File: config.mk
export PLATFORM = sky130hd
export DESIGN_NAME = dram_arbiter
export DESIGN_NICKNAME = d
export VERILOG_FILES = /design/src/rtl/dram_arbiter.sv
export SDC_FILE = /design/constraint.sdc
export NUM_CORES = 1
export LEC_CHECK = 0
export CORE_MARGIN = 10
export CORE_UTILIZATION = 35
export DETAILED_ROUTE_END_ITERATION = 12
export GPL_ROUTABILITY_DRIVEN = 0
export GPL_TIMING_DRIVEN = 1
export MAX_ROUTING_LAYER = met4
export PLACE_DENSITY_LB_ADDON = 0.15
export SYNTH_ARGS = -nofsm -noshare
export SYNTH_HDL_FRONTEND = slang
export SYNTH_SLANG_ARGS = --single-unit
File: constraint.sdc
create_clock -name clk -period 1.5 [get_ports clk]
set_input_delay 0.3 -clock clk [delete_from_list [all_inputs] [get_ports clk]]
set_output_delay 0.3 -clock clk [all_outputs]
set_load 0.005 [all_outputs]
File: src/rtl/dram_arbiter.sv
// dram_arbiter: shares one synchronous data RAM port between the CPU memory
// stage (master 0) and a DMA/peripheral requester (master 1).
// Each transaction goes through three phases: the command is latched and
// granted, the RAM is driven for one cycle, and the owner is acknowledged
// while the RAM's registered read data is passed straight through.
// Optional build macro DRAM_ARB_CPU_PRIO_EN: master 0 wins every tie
// (fixed priority). Without it, ties alternate between the masters.
module dram_arbiter #(
  parameter int AW = 32,
  parameter int DW = 32
) (
  input  logic            clk,
  input  logic            rst,
  input  logic            m0_req_i,
  input  logic            m0_we_i,
  input  logic [AW-1:0]   m0_addr_i,
  input  logic [DW/8-1:0] m0_sel_i,
  input  logic [DW-1:0]   m0_data_i,
  output logic            m0_gnt_o,
  output logic            m0_ack_o,
  input  logic            m1_req_i,
  input  logic            m1_we_i,
  input  logic [AW-1:0]   m1_addr_i,
  input  logic [DW/8-1:0] m1_sel_i,
  input  logic [DW-1:0]   m1_data_i,
  output logic            m1_gnt_o,
  output logic            m1_ack_o,
  output logic [DW-1:0]   rdata_o,
  output logic            stall_o,
  output logic            ram_ce_o,
  output logic            ram_we_o,
  output logic [AW-1:0]   ram_addr_o,
  output logic [DW/8-1:0] ram_sel_o,
  output logic [DW-1:0]   ram_data_o,
  input  logic [DW-1:0]   ram_data_i
);

  typedef enum logic [1:0] {
    IDLE   = 2'd0,
    ACCESS = 2'd1,
    RESP   = 2'd2
  } state_t;

  state_t            state_reg, state_next;
  logic              owner_reg, owner_next;
  logic              last_owner_reg, last_owner_next;
  logic              cmd_we_reg, cmd_we_next;
  logic [AW-1:0]     cmd_addr_reg, cmd_addr_next;
  logic [DW/8-1:0]   cmd_sel_reg, cmd_sel_next;
  logic [DW-1:0]     cmd_data_reg, cmd_data_next;
  logic [1:0]        gnt_reg, gnt_next;

  logic [1:0]        req_vec;
  logic [1:0]        ack_vec;
  logic              any_req;
  logic              win;
  logic              win_we;
  logic [AW-1:0]     win_addr;
  logic [DW/8-1:0]   win_sel;
  logic [DW-1:0]     win_data;
`ifndef DRAM_ARB_CPU_PRIO_EN
  logic              rr_ref;
`endif

  assign req_vec = {m1_req_i, m0_req_i};

  // Per-master acknowledge: the owner is acked for the whole RESP cycle.
  genvar gi;
  generate
    for (gi = 0; gi < 2; gi++) begin : g_ack
      assign ack_vec[gi] = (state_reg == RESP) && (owner_reg == 1'(gi));
    end
  endgenerate

  // Pick a winner among the current requesters and select its command.
  always_comb begin
    any_req = |req_vec;
`ifndef DRAM_ARB_CPU_PRIO_EN
    // In RESP the finishing owner is the most recent one, even though the
    // last_owner register only catches up at the end of this cycle.
    rr_ref = (state_reg == RESP) ? owner_reg : last_owner_reg;
`endif
    if (req_vec == 2'b11) begin
`ifdef DRAM_ARB_CPU_PRIO_EN
      win = 1'b0;
`else
      win = ~rr_ref;
`endif
    end else begin
      win = req_vec[1];
    end
    win_we   = win ? m1_we_i   : m0_we_i;
    win_addr = win ? m1_addr_i : m0_addr_i;
    win_sel  = win ? m1_sel_i  : m0_sel_i;
    win_data = win ? m1_data_i : m0_data_i;
  end

  // Next-state logic: arbitrate in IDLE and RESP, always one RAM cycle.
  always_comb begin
    state_next      = state_reg;
    owner_next      = owner_reg;
    last_owner_next = last_owner_reg;
    cmd_we_next     = cmd_we_reg;
    cmd_addr_next   = cmd_addr_reg;
    cmd_sel_next    = cmd_sel_reg;
    cmd_data_next   = cmd_data_reg;
    gnt_next        = 2'b00;
    case (state_reg)
      IDLE: begin
        if (any_req) begin
          state_next    = ACCESS;
          owner_next    = win;
          cmd_we_next   = win_we;
          cmd_addr_next = win_addr;
          cmd_sel_next  = win_sel;
          cmd_data_next = win_data;
          gnt_next[win] = 1'b1;
        end
      end
      ACCESS: begin
        state_next = RESP;
      end
      RESP: begin
        last_owner_next = owner_reg;
        if (any_req) begin
          state_next    = ACCESS;
          owner_next    = win;
          cmd_we_next   = win_we;
          cmd_addr_next = win_addr;
          cmd_sel_next  = win_sel;
          cmd_data_next = win_data;
          gnt_next[win] = 1'b1;
        end else begin
          state_next = IDLE;
        end
      end
      default: begin
        state_next = IDLE;
      end
    endcase
  end

  // State, ownership, command latch and registered grant pulses.
  always_ff @(posedge clk) begin
    if (rst) begin
      state_reg      <= IDLE;
      owner_reg      <= 1'b0;
      last_owner_reg <= 1'b1;
      cmd_we_reg     <= 1'b0;
      cmd_addr_reg   <= '0;
      cmd_sel_reg    <= '0;
      cmd_data_reg   <= '0;
      gnt_reg        <= 2'b00;
    end else begin
      state_reg      <= state_next;
      owner_reg      <= owner_next;
      last_owner_reg <= last_owner_next;
      cmd_we_reg     <= cmd_we_next;
      cmd_addr_reg   <= cmd_addr_next;
      cmd_sel_reg    <= cmd_sel_next;
      cmd_data_reg   <= cmd_data_next;
      gnt_reg        <= gnt_next;
    end
  end

  // RAM is only enabled in ACCESS; address/sel/data always show the latch.
  assign ram_ce_o   = (state_reg == ACCESS);
  assign ram_we_o   = (state_reg == ACCESS) && cmd_we_reg;
  assign ram_addr_o = cmd_addr_reg;
  assign ram_sel_o  = cmd_sel_reg;
  assign ram_data_o = cmd_data_reg;

  assign m0_gnt_o = gnt_reg[0];
  assign m1_gnt_o = gnt_reg[1];
  assign m0_ack_o = ack_vec[0];
  assign m1_ack_o = ack_vec[1];

  // RAM output is already registered, so read data is a plain passthrough.
  assign rdata_o = ram_data_i;
  assign stall_o = m0_req_i & ~m0_ack_o;

endmodule

==> key figures <==
Final layout
  • Synth-to-layout area growth: 56.45%
  • Design Area, Final: 0.007552 mm^2
  • Commonest non-fill, non-tap cell in the layout: clkdlybuf4s50_1
  • Multi-input logic area: 0.002882 mm^2
  • Inserted Diodes: 0
  • Fill cells: 1265
  • Most frequent cells in the layout: clkdlybuf4s50_1 (142), nor2_1 (73), dfxtp_1 (72)
  • Share of layout cells above drive strength 1: 10.39%
  • Nets: 959
  • Register Area: 0.001508 mm^2

Critical path
  • WS Path Type: register to register
  • Worst Path Required: 1.73 ns
  • Largest stage delay on the critical path: 0.36 ns
  • Max FO, Critical Path: 19
  • Startpoint Class: register
  • R2R setup slack: -0.15 ns
  • Max stage delay cell, worst path: dfxtp_4
  • CP startpoint: state_reg[1]
  • Critical Path Sink Type: register
  • Critical Path AT: 1.88 ns
  • FF-to-FF Start: state_reg[1]
  • Crit Reg-Reg Endpoint: ram_data_o[1]
  • Worst Reg2Reg Path Length in Cells: 5
  • Cells along the critical path: and3b_2, a21o_4, buf_12, or3_1, a32o_1

Synth
  • Mean post-synth cell area: 8.005 um^2
  • Yosys cell types: 24
  • Syn Nets: 777
  • Cells after Synth: 603
  • Mapped Area: 0.004827 mm^2
  • Synthesized flop and latch total: 75
  • Yosys warning count: 0
  • Seq/Total Area, Yosys: 31.10%

Clock network
  • CTS Hold Bufs: 0
  • Root Buffer: clkbuf_16
  • H-Tree Depth: 3
  • Clock Latency Late Sink: 0.33 ns
  • TritonCTS clock tree: done
  • CTS buffer count: 9
  • CTS sink count: 75
  • Clock buffer depth: 2
  • Reg clk slew, reported paths: 0.06 ns

Global routing
  • Vias in the first global route: 5528
  • Gr usage total: 19.56%
  • Pin count of the biggest net entering global routing: 68
  • First-pass GRT wire length: 28880 um
  • Initial antenna violation count: 0
  • GRT overflow: 0

Worst hold path
  • Type of the most critical hold path: input port to register
  • Worst Hold Depth: 3
  • Min-delay src: m1_req_i
  • Hold EP: state_reg[0]

Flow run
  • MaxCap Viol Count: 0

Timing
  • Final min period: 1.653 ns
  • Worst-Margin Slew: 0.4855 ns
  • # setup viols final: 70
  • PnR worst setup slack: -0.1530 ns
  • Max-Slew Margin vs Limit: 67.63%
  • Fin crit share: 110.2%
  • RSZ-0062 raised after global routing: yes
  • Worst Skew: 0.002456 ns
  • Max Slew Vio Count: 0
  • Max Freq: 605.0 MHz
  • Setup TNS Final: -7.163 ns
  • Final hold vios: 0

Outcome
  • Failing checks: negative setup slack
  • Status: finished, violations left

Die
  • Die X: 137.4 um
  • Die Y: 137.4 um
  • I/O pin count: 281
  • Core area: 0.01340 mm^2
  • Starting Density: 36.02%
  • Site Rows: 42
  • Die ar.: 0.01889 mm^2

Detailed routing
  • DRC errors left: 0
  • Final WL: 19020 um
  • Vias per cell: 5.536
  • Iteration-0 DRC Markers: 360
  • Via count: 5342
  • Routed Antenna Nets: 0
  • Drt pass-1 iters: 4
  • DR WL/cell: 19.71 um

Placement
  • Placed cell area: 0.007088 mm^2
  • DP HPWL: 13290 um
  • Port bufs: 216
  • Pre-CTS setup slack: -0.1752 ns

Power
  • Final Power: 6216 uW
  • Leakage: 0.003440 uW
  • Pwr dens: 823.1 mW/mm^2
  • Worst vdd ir: 0.0004603 V
-- cell usage after synthesis --
cell type,instances,area (um^2)
inv_1,2,7.510
buf_2,11,55.05
a211oi_1,1,7.510
a21o_1,1,7.510
clkbuf_1,44,165.2
nand2_1,69,259.0
nor2_1,75,281.5
or3_1,51,319.1
or2_2,1,6.260
nand2b_1,2,12.51
nor2b_1,2,12.51
o21ai_0,1,5.000
and3b_1,1,8.760
buf_1,3,11.26
a21oi_1,70,350.3
a32o_1,69,690.7
buf_6,3,33.78
a211oi_2,1,12.51
nand3b_1,18,135.1
mux2i_1,69,690.7
buf_4,32,240.2
o21bai_1,1,7.510
dfxtp_1,75,1501
and2_1,1,6.260
-- worst max path at each step --
stage,to,slack (ns),depth (start not counted)
6_report,ram_data_o[1],-0.15,5
5_1_grt,ram_addr_o[25],-0.22,5
4_1_cts,ram_data_o[28],-0.14,5
3_5_place_dp,ram_data_o[28],-0.18,5
3_3_place_gp,ram_addr_o[28],-0.14,5
2_1_floorplan,ram_data_o[10],-0.1,6
-- kinds of logic after synthesis --
family	share of synthesized area (%)
AOI/OAI and AO/OA	22.40
DFF	31.10
and+or+nand+nor	21.57
buffers and inverters	10.63
muxes	14.31
-- where the power goes --
group / switching [uW] / internal, uW
clock network: 829 / 1150
logic: 843 / 1100
registers: 105 / 2190
-- what timing repair did --
action	in CTS	in global routing
resized for setup	88	23
endpoints found under the setup margin	131	86
gates cloned	5	0
setup buffers	8	4
pin swaps	10	9
-- final cells by class --
type                    count  share of cell area [%]
repair buffers            263                   35.40
multi-input cells         434                   38.15
flip-flops and latches     75                   19.96
well taps                 176                   2.916
clock buffers              12                   3.264
inverters                   2                 0.09940
clock inverters             3                  0.1988
-- routing by layer --
metal | GRT usage (%) | share of wire [%] | vias to the layer above
met2 | 32.33 | 49 | 182
met1 | 22.55 | 43 | 2574
li1 | - | - | 2534
met3 | 4.406 | 6.4 | 52
met5 | - | 0 | -
met4 | 7.670 | 2.3 | 0
-- worst max-delay path: cells and delay by family, from the launching register on --
kind	cells	cell delay, ns
AOI/OAI and AO/OA	2	0.49
and+or+nand+nor	2	0.53
buffers and inverters	1	0.16
DFF	1	0.36
-- through the flow --
step	utilization (%)	instances	hold WS, ns
after CTS	55.80	961	0.3023
final	56.36	965	0.3119
after global placement	52.89	933	0.4441
after detailed placement	52.89	933	0.4554
after floorplan	-	603	0.3716
after global routing	56.36	965	0.3159
Power figures use the tool's default switching activity.
